[config.mk]
export PLATFORM = sky130hd
export DESIGN_NAME = conv_block_scheduler
export DESIGN_NICKNAME = d
export VERILOG_FILES = /design/src/rtl/conv_block_scheduler.sv
export SDC_FILE = /design/constraint.sdc
export NUM_CORES = 1
export LEC_CHECK = 0
export BUFFER_PORTS_ARGS = -buffer_cell sky130_fd_sc_hd__buf_2
export CORE_MARGIN = 5
export CORE_UTILIZATION = 60
export CTS_BUF_LIST = sky130_fd_sc_hd__clkbuf_4 sky130_fd_sc_hd__clkbuf_8
export CTS_CLUSTER_DIAMETER = 100
export DETAILED_ROUTE_END_ITERATION = 16
export MAX_ROUTING_LAYER = met4
export PLACE_DENSITY = 0.83
export SLEW_MARGIN = 20
export SYNTH_ARGS = -nofsm -noshare
export SYNTH_HDL_FRONTEND = slang
export SYNTH_SLANG_ARGS = --single-unit
[constraint.sdc]
create_clock -name i_CLK -period 6.85 [get_ports i_CLK]
set_clock_uncertainty 0.1 [all_clocks]
set_input_delay 1.37 -clock i_CLK [delete_from_list [all_inputs] [get_ports i_CLK]]
set_output_delay 1.37 -clock i_CLK [all_outputs]
set_load 0.02 [all_outputs]
[src/rtl/conv_block_scheduler.sv]
// Block scheduler for the 2D-conv engine: walks each image column block through LOAD -> PROCESS -> READ.
// It gates host strobes to the engine, enforces a progress watchdog and honours abort and clear.
module conv_block_scheduler #(
    parameter int                NB_IMAGE  = 10,
    parameter int                NB_BLK    = 8,
    parameter int                NB_TMO    = 16,
    parameter logic [NB_TMO-1:0] TMO_CYC   = 16'd4096,
    parameter int                DRAIN_CYC = 2
) (
    input  logic              i_CLK,
    input  logic              i_reset,
    input  logic              i_start,
    input  logic              i_abort,
    input  logic              i_clear,
    input  logic [NB_BLK-1:0] i_nBlocks,
    input  logic              i_host_valid,
    input  logic              i_changeBlock,
    input  logic              i_EoP,
    output logic              o_load,
    output logic              o_SoP,
    output logic              o_valid,
    output logic              o_eng_reset,
    output logic [NB_BLK-1:0] o_blk_idx,
    output logic              o_busy,
    output logic              o_done,
    output logic              o_error,
    output logic [2:0]        o_state
);

    localparam int                DW         = (DRAIN_CYC > 1) ? $clog2(DRAIN_CYC) : 1;
    localparam logic [DW-1:0]     DRAIN_LAST = DW'(DRAIN_CYC - 1);
    localparam logic [NB_TMO-1:0] TMO_LAST   = TMO_CYC - 1'b1;

    if (TMO_CYC == '0 || DRAIN_CYC < 1 || NB_IMAGE < 1) begin : gBadParams
        $error("conv_block_scheduler: TMO_CYC, DRAIN_CYC and NB_IMAGE must be non-zero");
    end

    typedef enum logic [2:0] {
        IDLE  = 3'd0,
        LOAD  = 3'd1,
        PROC  = 3'd2,
        DRAIN = 3'd3,
        READ  = 3'd4,
        NEXT  = 3'd5,
        DONE  = 3'd6,
        ERR   = 3'd7
    } state_t;

    state_t            state;
    state_t            nextState;
    logic [NB_BLK-1:0] blkIdx;
    logic [NB_BLK-1:0] nBlocksQ;
    logic [NB_TMO-1:0] wdog;
    logic [DW-1:0]     drainCnt;
    logic              hostValidQ;
    logic              inXfer;
    logic              wdActive;
    logic              hostRise;
    logic              wdExpire;

    assign inXfer    = (state == LOAD) || (state == READ);
    assign wdActive  = inXfer || (state == PROC);
    assign hostRise  = inXfer && i_host_valid && !hostValidQ;
    // A host strobe edge counts as progress, so it also defers expiry in the same cycle.
    assign wdExpire  = wdActive && !hostRise && (wdog == TMO_LAST);
    assign o_valid   = i_host_valid && inXfer;
    assign o_blk_idx = blkIdx;
    assign o_state   = state;

    // Progress events are tested before expiry so they win a same-cycle tie.
    always_comb begin
        nextState = state;
        case (state)
            IDLE:    if (i_start) nextState = (i_nBlocks != '0) ? LOAD : DONE;
            LOAD:    if (i_changeBlock) nextState = PROC;
                     else if (wdExpire) nextState = ERR;
            PROC:    if (i_EoP) nextState = DRAIN;
                     else if (wdExpire) nextState = ERR;
            DRAIN:   if (drainCnt == DRAIN_LAST) nextState = READ;
            READ:    if (i_changeBlock) nextState = NEXT;
                     else if (wdExpire) nextState = ERR;
            NEXT:    nextState = (blkIdx == nBlocksQ - 1'b1) ? DONE : LOAD;
            DONE:    nextState = IDLE;
            ERR:     if (i_clear) nextState = IDLE;
            default: nextState = IDLE;
        endcase
    end

    always_ff @(posedge i_CLK) begin
        if (i_reset) begin
            state       <= IDLE;
            blkIdx      <= '0;
            nBlocksQ    <= '0;
            wdog        <= '0;
            drainCnt    <= '0;
            hostValidQ  <= 1'b0;
            o_load      <= 1'b0;
            o_SoP       <= 1'b0;
            o_busy      <= 1'b0;
            o_done      <= 1'b0;
            o_error     <= 1'b0;
            o_eng_reset <= 1'b0;
        end else if (i_abort) begin
            state       <= IDLE;
            blkIdx      <= '0;
            wdog        <= '0;
            drainCnt    <= '0;
            hostValidQ  <= i_host_valid;
            o_load      <= 1'b0;
            o_SoP       <= 1'b0;
            o_busy      <= 1'b0;
            o_done      <= 1'b0;
            o_error     <= 1'b0;
            o_eng_reset <= 1'b1;
        end else begin
            state      <= nextState;
            hostValidQ <= i_host_valid;

            if (nextState != state || hostRise) begin
                wdog <= '0;
            end else if (wdActive && wdog != '1) begin
                wdog <= wdog + 1'b1;
            end

            drainCnt <= (state == DRAIN && nextState == DRAIN) ? drainCnt + 1'b1 : '0;

            // After DONE the index is kept for the host until the next start.
            if (state == IDLE && i_start) begin
                nBlocksQ <= i_nBlocks;
                blkIdx   <= '0;
            end else if (state == NEXT && nextState == LOAD) begin
                blkIdx <= blkIdx + 1'b1;
            end else if (state == ERR && nextState == IDLE) begin
                blkIdx <= '0;
            end

            o_load      <= (nextState == LOAD);
            o_SoP       <= (nextState == PROC);
            o_busy      <= (nextState != IDLE) && (nextState != ERR);
            o_done      <= (nextState == DONE);
            o_error     <= (nextState == ERR);
            o_eng_reset <= (nextState == ERR) && (state != ERR);
        end
    end

endmodule

# Word level (Yosys, flattened, before mapping)
# Cells that the tools add are included.
# totals
latchBits	0
mem_count	0
mem_bits_ro	0
input_bits	16
ff_bits	43
mem_bits_rw	0
word_cells	75
output_inout_bits	18
# op_classes
div	0
magnitude_cmp	0
shift	0
bitwise	2
mul	0
muxes	13
n_addsub	4
reduce_logical	26
eq_ne	18
# ops
op	n
two-way mux 3 bit	9
case mux 3 bit (8 select lines)	1
equality test 3 bit, second input constant	6
adder 16 x 1 -> 16 bit, second input constant	1
equality test 16 x 12 -> 1 bit, second input constant	1
two-way mux 8 bit	2
inequality test 16 bit, second input constant	1
equality test 3 x 2 -> 1 bit, second input constant	4
logical AND 1 bit	11
OR reduction 3 bit	3
adder 8 x 1 -> 8 bit, second input constant	1
equality test 8 bit	1
nonzero test 8 bit	1
subtractor 8 x 1 -> 8 bit, second input constant	1
equality test 3 x 1 -> 1 bit, second input constant	2
logical NOT 3 bit	2
inequality test 3 bit, second input constant	2
logical OR 1 bit	3
inequality test 3 bit	1
nonzero test 3 bit	1
logical NOT 1 bit	2
inverter 1 bit	2
AND reduction 2 bit	1
nonzero test 2 bit	1
other kinds (3)	3

# Logic depth before layout (Yosys ltp)
# Gate-level depths: netlist of the first run.
# depth
ltp_word	14
ltp_mapped	10

# Least setup slack after synthesis of the first run
# No wires, ideal clock.
# synth_timing
path_kind	in2out
from	in i_host_valid
to	out o_valid
path_stages	1
setup_slack_ps	3489
n_path_buf	0
t_arrival_ps	1891
t_required_ps	5380
cell_sequence	nor3b_1
# synth_via
elab_chain_len	1
# synth_rtl
element	line	rtl
from (decl)	16	input logic i_host_valid,
logical AND 1 bit	66	assign o_valid = i_host_valid && inXfer;
to (decl)	21	output logic o_valid,
# Every way passes these cells.

# Worst setup path in the final report of the first run
# layout_timing
from	in i_host_valid
to	reg wdog[9]
# layout_via
elab_chain_len	11
elab_cells_between_ends	13
cone_classes	eq/ne: 1; mux: 5; reduce/logical: 7
# layout_rtl
element	line	rtl
logical AND 1 bit * (2 in a row)	63	assign hostRise = inXfer && i_host_valid && !hostValidQ;
logical NOT 1 bit	65	assign wdExpire = wdActive && !hostRise && (wdog == TMO_LAST);
logical AND 1 bit (2 in a row)	65	
two-way mux 3 bit	76, 78, 81	
two-way mux 3 bit, on equally long branches	80, 75, 77	
case mux 3 bit (8 select lines)	73	case (state)
inequality test 3 bit	119	if (nextState != state || hostRise) begin
logical OR 1 bit *	119	
OR reduction 3 bit (no line) *	-	
to (signal assigned)	122	wdog <= wdog + 1'b1;
to (decl)	53	logic [NB_TMO-1:0] wdog;
# Every way passes the cells marked *; elsewhere a longest branch is shown, timed or not.
# A chain may end at the register's enable or synchronous reset.

==> results of run 1 <==
## metal layers
metal	global-route usage, %	vias to the layer above	share of wire, %
li1	-	1114	-
met1	29.0	1025	48
met2	32.3	42	46
met3	3.34	7	4.6
met4	6.13	0	1.2
met5	-	-	0
## critical path: cells and delay by family
family | cells | cell delay [ps]
buf+inv | 1 | 120
compound gates | 2 | 950
simple gates | 4 | 1000
## worst max-delay path by stage
stage	start	endpoint	slack [ps]
2_1_floorplan	i_host_valid	o_valid	3490
3_3_place_gp	i_host_valid	wdog[11]$_SDFFE_PP0P_	3240
3_5_place_dp	i_host_valid	wdog[9]$_SDFFE_PP0P_	3140
4_1_cts	nBlocksQ[0]$_SDFFE_PP0P_	wdog[9]$_SDFFE_PP0P_	3440
5_1_grt	nBlocksQ[0]$_SDFFE_PP0P_	wdog[8]$_SDFFE_PP0P_	3190
6_report	i_host_valid	wdog[9]$_SDFFE_PP0P_	3450
## sequential cells by signal, indices dropped and copies added, names as in the netlist
register and count:
o_SoP 1, o_eng_reset 1, o_load 1, o_done 1, o_blk_idx 8, o_error 1, o_busy 1, wdog 16
drainCnt 1, o_state 3, nBlocksQ 8, hostValidQ 1
## stage by stage
stage	setup WS [ps]	instance area [µm²]	total power [W]	hold WS (ps)	utilization (%)
floorplan	3490	2520	0.000334	336	-
global placement	3240	2640	0.000349	368	65.5
detailed placement	3140	2640	0.000350	383	65.5
CTS	3440	2740	0.000540	394	68.1
global route	3190	2740	0.000561	421	68.1
finish	3450	2740	0.000535	389	68.1
## cells in the final DEF (no fill, tap or decap), types with 7 or more instances in the layout
cell type   n
dfxtp_1    43
buf_2      33
nand3_1    21
nand2_1    20
nor2_1     16
nor3_1     14
xnor2_1    13
xor2_1     13
o21ai_0    12
a21oi_1    12
nor3_2     10
inv_1       8
and3_1      7
nor2b_1     7
## where the power goes
part           switching (W)  internal, W  total [W]
clock network      0.0000798     0.000111   0.000191
logic              0.0000513    0.0000295  0.0000809
registers         0.00000824     0.000255   0.000264
## cells in the mapped netlist, drive strengths merged (5+ instances only)
library cell / instances / area (µm²)
a31oi: 5 / 31.3
inv: 8 / 30.0
nand3: 21 / 105
xor2: 13 / 114
and3: 7 / 43.8
a21oi: 12 / 60.1
nand2: 20 / 75.1
nor3: 24 / 170
o21ai: 13 / 65.1
nor2: 16 / 60.1
xnor2: 13 / 114
nand4: 6 / 37.5
dfxtp: 43 / 861
and2: 6 / 38.8
nor4: 5 / 31.3
clkbuf: 7 / 46.3
buf: 6 / 53.8
nor2b: 7 / 43.8
## cells by family (layout without fill, tap and decap cells)
family                     after synthesis  in the layout  synth area share, %
and+or+nand+nor                        137            137                 32.1
AOI/OAI and AO/OA                       55             55                 16.0
DFF                                     43             43                 34.2
xor gates and xnor gates                26             26                 9.04
buffers and inverters                   22             48                 5.56
muxes                                    4              4                 1.64
adders and majority gates                3              3                 1.49
## layout make-up
cell class                 count  area (µm²)  area share, %
clock inverter                 1        30.0           1.09
multi-input combinational    225        1520           55.4
clock buffer                   6        76.3           2.78
inverter                       8        30.0           1.09
tap                           50        62.6           2.28
timing repair buffer          33         165           6.02
sequential                    43         861           31.4
==> results.py, run 1 <==
metrics = {
    "final_layout": {
        "drive_above_1_share_pct": 19.3,
        "synthToLayoutAreaGrowth_pct": 8.89,
        "fill_cells": 334,
        "nNetsFinal": 335,
        "final_cells": 366,
        "diodes": 0,
    },
    "detailed_routing": {
        "ant_nets": 0,
        "viasPerCell": 5.98,
        "drtIter0Drc": 146,
        "drc": 0,
        "vias": 2188,
        "wl_per_cell_um": 14.4,
        "drt_wl_total_mm": 5.26,
        "drt-pass1-iter-count": 4,
    },
    "global_route": {
        "grt_first_pass_wirelength_mm": 8.99,
        "gr-total-overflow": 0,
        "grt_max_degree": 20,
        "grt_pass1_vias": 1953,
        "grt.total_usage_pct": 21.2,
        "antenna_found_initial": 0,
    },
    "clock_tree": {
        "clk_pin_slew_ps": 70,
        "clk_path_buf_depth": 2,
        "h-tree-depth": 2,
        "cts_resized": 0,
        "clk_latency_ps": 290,
        "cts_tree": "yes",
        "cts_sinks": 43,
        "cts-root-buf": "clkbuf_8",
        "numCtsBuffers": 5,
        "post_cts_buffers": 0,
        "cts_hold_buf": 0,
    },
    "worst_setup_path": {
        "cp.arrival_ps": 3440,
        "critPathKind": "in2reg",
        "reg2reg_slack_ps": 3470,
        "cp_slowest_stage_delay_ps": 730,
        "cp-start-kind": "input pin",
        "slowest_stage": "o22ai_2",
        "cp-end-kind": "flop",
        "reg2reg_from": "nBlocksQ[0]$_SDFFE_PP0P_",
        "r2r_cells": 9,
        "path_cells": "buf_2, nor4b_1, nand3b_1, nor4b_1, o31ai_2, o22ai_2, nor3_1",
        "crit_path_frequent_cell": "nor4b_1",
        "crit_fanout": 16,
        "required_ps": 6890,
        "reg2reg_to": "wdog[9]$_SDFFE_PP0P_",
    },
    "synthesis": {
        "ys.flop_type": "dfxtp_1",
        "synth_area_per_cell_um2": 8.69,
        "ys_types": 65,
        "synth_edf_count": 0,
        "ys_ff_latch": 43,
        "yosysSeqAreaShare_pct": 34.2,
        "synthArstFlopShare_pct": 0,
        "syn_area_um2": 2520,
        "postSynthCellCount": 290,
        "ys.warnings.count": 0,
        "synth_nets": 309,
    },
    "timing": {
        "setup_viol_count_final": 0,
        "period_share_pct": 49.6,
        "slew_headroom_pct": 41.8,
        "final.setup.tns_ps": 0,
        "hold_viol_final": 0,
        "min_period_ps": 3400,
        "max_freq_ghz": 0.294,
        "worstMarginPinSlew_ps": 874,
        "slew_viol_final": 0,
        "rsz0062_at_grt": "false",
    },
    "pwr": {
        "ir_worst_vdd_v": 0.000123,
        "power_density_nw_per_um2": 195,
        "power.leakage_nw": 1.02,
    },
    "run": {
        "maxCapViolations": 0,
    },
    "floorplan": {
        "dieArea_um2": 5600,
        "core_area_um2": 4030,
        "start_util_pct": 62.5,
        "die_h_um": 74.8,
        "pin_count": 34,
        "die_x_um": 74.8,
        "placementRows": 23,
    },
    "min_path": {
        "min_path_cells": 1,
        "hold_path_class": "reg2reg",
        "holdPathEnd": "drainCnt$_SDFF_PP0_",
        "hold_start": "drainCnt$_SDFF_PP0_",
    },
    "place": {
        "globalplace.congestion": 0.898,
        "placed_cells": 359,
        "dp_hpwl_mm": 3.90,
        "port_buffers": 33,
    },
    "status": {
        "outcome": "complete, no violations",
    },
}
Power figures use the tool's default switching activity.
==> run 2, diff against run 1 <==
CORE_UTILIZATION = 54   (was 60)
PLACE_DENSITY = 0.79   (was 0.83)
clock period = 2.95 ns   (was 6.85 ns; I/O delays follow)
==> results.py, run 2 (synthesis gave the netlist of run 1 again) <==
metrics = {
    "status": {
        "outcome": "complete, no violations",
    },
    "pwr": {
        "power.leakage_nw": 1.08,
        "p_comb_share_pct": 19.9,
        "intPower_w": 0.000856,
        "p_clk_share_pct": 30.5,
        "ir_worst_vdd_v": 0.000256,
        "switching_share_pct": 30.0,
        "power_density_nw_per_um2": 424,
        "p_seq_share_pct": 49.6,
        "switchingPower_w": 0.000367,
    },
    "detailed_routing": {
        "drt-pass1-iter-count": 4,
        "routedLengthMet1_mm": 2.58,
        "drc": 0,
        "wl_met3_um": 332,
        "drt_wl_total_mm": 5.91,
        "topRoutingLayerUsed": "met4",
        "wl_per_cell_um": 15.5,
        "drtIter0Drc": 212,
        "viasPerCell": 5.98,
        "vias": 2280,
        "wl_met2_mm": 2.93,
        "ant_nets": 0,
    },
    "final_layout": {
        "final_common_cell": "dfxtp_1",
        "synthToLayoutAreaGrowth_pct": 14.6,
        "top_register": "wdog",
        "diodes": 0,
        "drive_above_1_share_pct": 24.3,
        "layout_common_cells": "dfxtp_1 (43), buf_2 (33), nand3_1 (21)",
        "largest_reg_flops": 16,
        "nNetsFinal": 347,
        "fin_util_pct": 65.0,
    },
    "worst_setup_path": {
        "cp_slowest_stage_delay_ps": 550,
        "critPathKind": "reg2reg",
        "r2r_cells": 10,
        "cp-end-kind": "flop",
        "reg2reg_from": "nBlocksQ[0]$_SDFFE_PP0P_",
        "cp_num_cells": 10,
        "crit_path_frequent_cell": "buf_4",
        "cp_top_family": "simple AND/OR/NAND/NOR gates",
        "crit_fanout": 7,
        "cp-start-kind": "flop",
        "path_cells": "buf_4, or4_4, nor2_1, nand3_1, a2111oi_4, buf_4, o31ai_4, o22ai_2, buf_4, nor3_2",
        "cp.arrival_ps": 2930,
        "critPathBufInv": 3,
        "reg2reg_to": "wdog[0]$_SDFFE_PP0P_",
        "required_ps": 3040,
        "reg2reg_slack_ps": 110,
        "slowest_stage": "or4_4",
    },
    "timing": {
        "final.setup.tns_ps": 0,
        "setup_viol_count_final": 0,
        "min_period_ps": 2840,
        "rsz0062_at_grt": "true",
        "worstMarginPinSlew_ps": 682,
        "slew_headroom_pct": 53.9,
        "max_freq_ghz": 0.352,
        "slew_viol_final": 0,
        "period_share_pct": 96.3,
        "hold_viol_final": 0,
    },
    "clock_tree": {
        "clk_latency_ps": 300,
        "h-tree-depth": 2,
        "cts_sinks": 43,
        "cts_hold_buf": 0,
        "clk_path_buf_depth": 2,
        "cts-root-buf": "clkbuf_8",
        "clk_pin_slew_ps": 90,
        "cts_tree": "yes",
        "numCtsBuffers": 5,
    },
    "floorplan": {
        "pin_count": 34,
        "die_x_um": 78.3,
        "dieArea_um2": 6130,
        "die_h_um": 78.3,
        "core_area_um2": 4440,
        "start_util_pct": 56.7,
        "placementRows": 24,
    },
    "place": {
        "globalplace.congestion": 0.817,
        "port_buffers": 33,
        "dp_hpwl_mm": 4.27,
    },
    "global_route": {
        "gr-total-overflow": 0,
        "grt.total_usage_pct": 20.3,
        "antenna_found_initial": 0,
        "grt_pass1_vias": 2125,
        "grt_first_pass_wirelength_mm": 9.73,
        "grt_max_degree": 18,
    },
    "min_path": {
        "min_path_cells": 1,
        "hold_path_class": "reg2reg",
        "holdPathEnd": "drainCnt$_SDFF_PP0_",
        "hold_start": "drainCnt$_SDFF_PP0_",
    },
    "run": {
        "maxCapViolations": 0,
    },
}
-- run 2: routing by layer --
metal  up-vias  global-route usage [%]
met5         -                       -
met4         0                    7.34
met3         5                    5.03
met2        60                    32.9
met1      1080                    24.5
li1       1135                       -
-- run 2: how the worst max path moves through the flow --
stage / from / end / slack (ps)
after floorplan: nBlocksQ[0]$_SDFFE_PP0P_ / wdog[0]$_SDFFE_PP0P_ / 210
after global placement: nBlocksQ[0]$_SDFFE_PP0P_ / wdog[11]$_SDFFE_PP0P_ / 170
after detailed placement: nBlocksQ[1]$_SDFFE_PP0P_ / wdog[7]$_SDFFE_PP0P_ / 50
after CTS: nBlocksQ[1]$_SDFFE_PP0P_ / wdog[7]$_SDFFE_PP0P_ / 6
after global routing: nBlocksQ[1]$_SDFFE_PP0P_ / o_blk_idx[5]$_SDFFE_PP0P_ / -30
final: nBlocksQ[0]$_SDFFE_PP0P_ / wdog[0]$_SDFFE_PP0P_ / 110
-- run 2: layout make-up --
class	instances	area [µm²]
Multi-Input combinational cell	225	1580
Timing Repair Buffer	45	268
Clock inverter	3	20.0
Sequential cell	43	861
Clock buffer	5	68.8
Fill cell	359	1560
Inverter	8	30.0
Tap cell	52	65.1
-- run 2: power groups by stage --
stage | Sequential, W | Clock (W) | Combinational [W]
6_report | 0.000606 | 0.000374 | 0.000244
3_3_place_gp | 0.000618 | 0 | 0.000218
5_1_grt | 0.000608 | 0.000411 | 0.000265
2_1_floorplan | 0.000624 | 0 | 0.000153
3_5_place_dp | 0.000619 | 0 | 0.000223
4_1_cts | 0.000605 | 0.000385 | 0.000225
-- run 2: timing repair --
item | 4_1_cts | 5_1_grt
pin swaps | 1 | 3
endpoints found under the hold margin | 0 | 0
gates resized for setup | 0 | 10
setup buffers | 0 | 2
endpoints found under the setup margin | 17 | 30
-- run 2: worst reg2reg max path, delay by kind of cell, from the launching register on --
kind	cells	cell delay, ps
and+or+nand+nor	4	1070
AOI/OAI and AO/OA	3	680
buffers and inverters	3	540
DFF	1	320
-- run 2: metrics by stage --
stage	setup slack, ps	hold slack [ps]	power (W)	cells	cell area, µm²
finish	108	377	0.00122	381	2890
global route	-25.7	409	0.00128	381	2890
CTS	6.02	382	0.00122	379	2820
detailed placement	51.2	367	0.000842	371	2730
global placement	166	365	0.000836	371	2730
floorplan	209	336	0.000777	290	2520
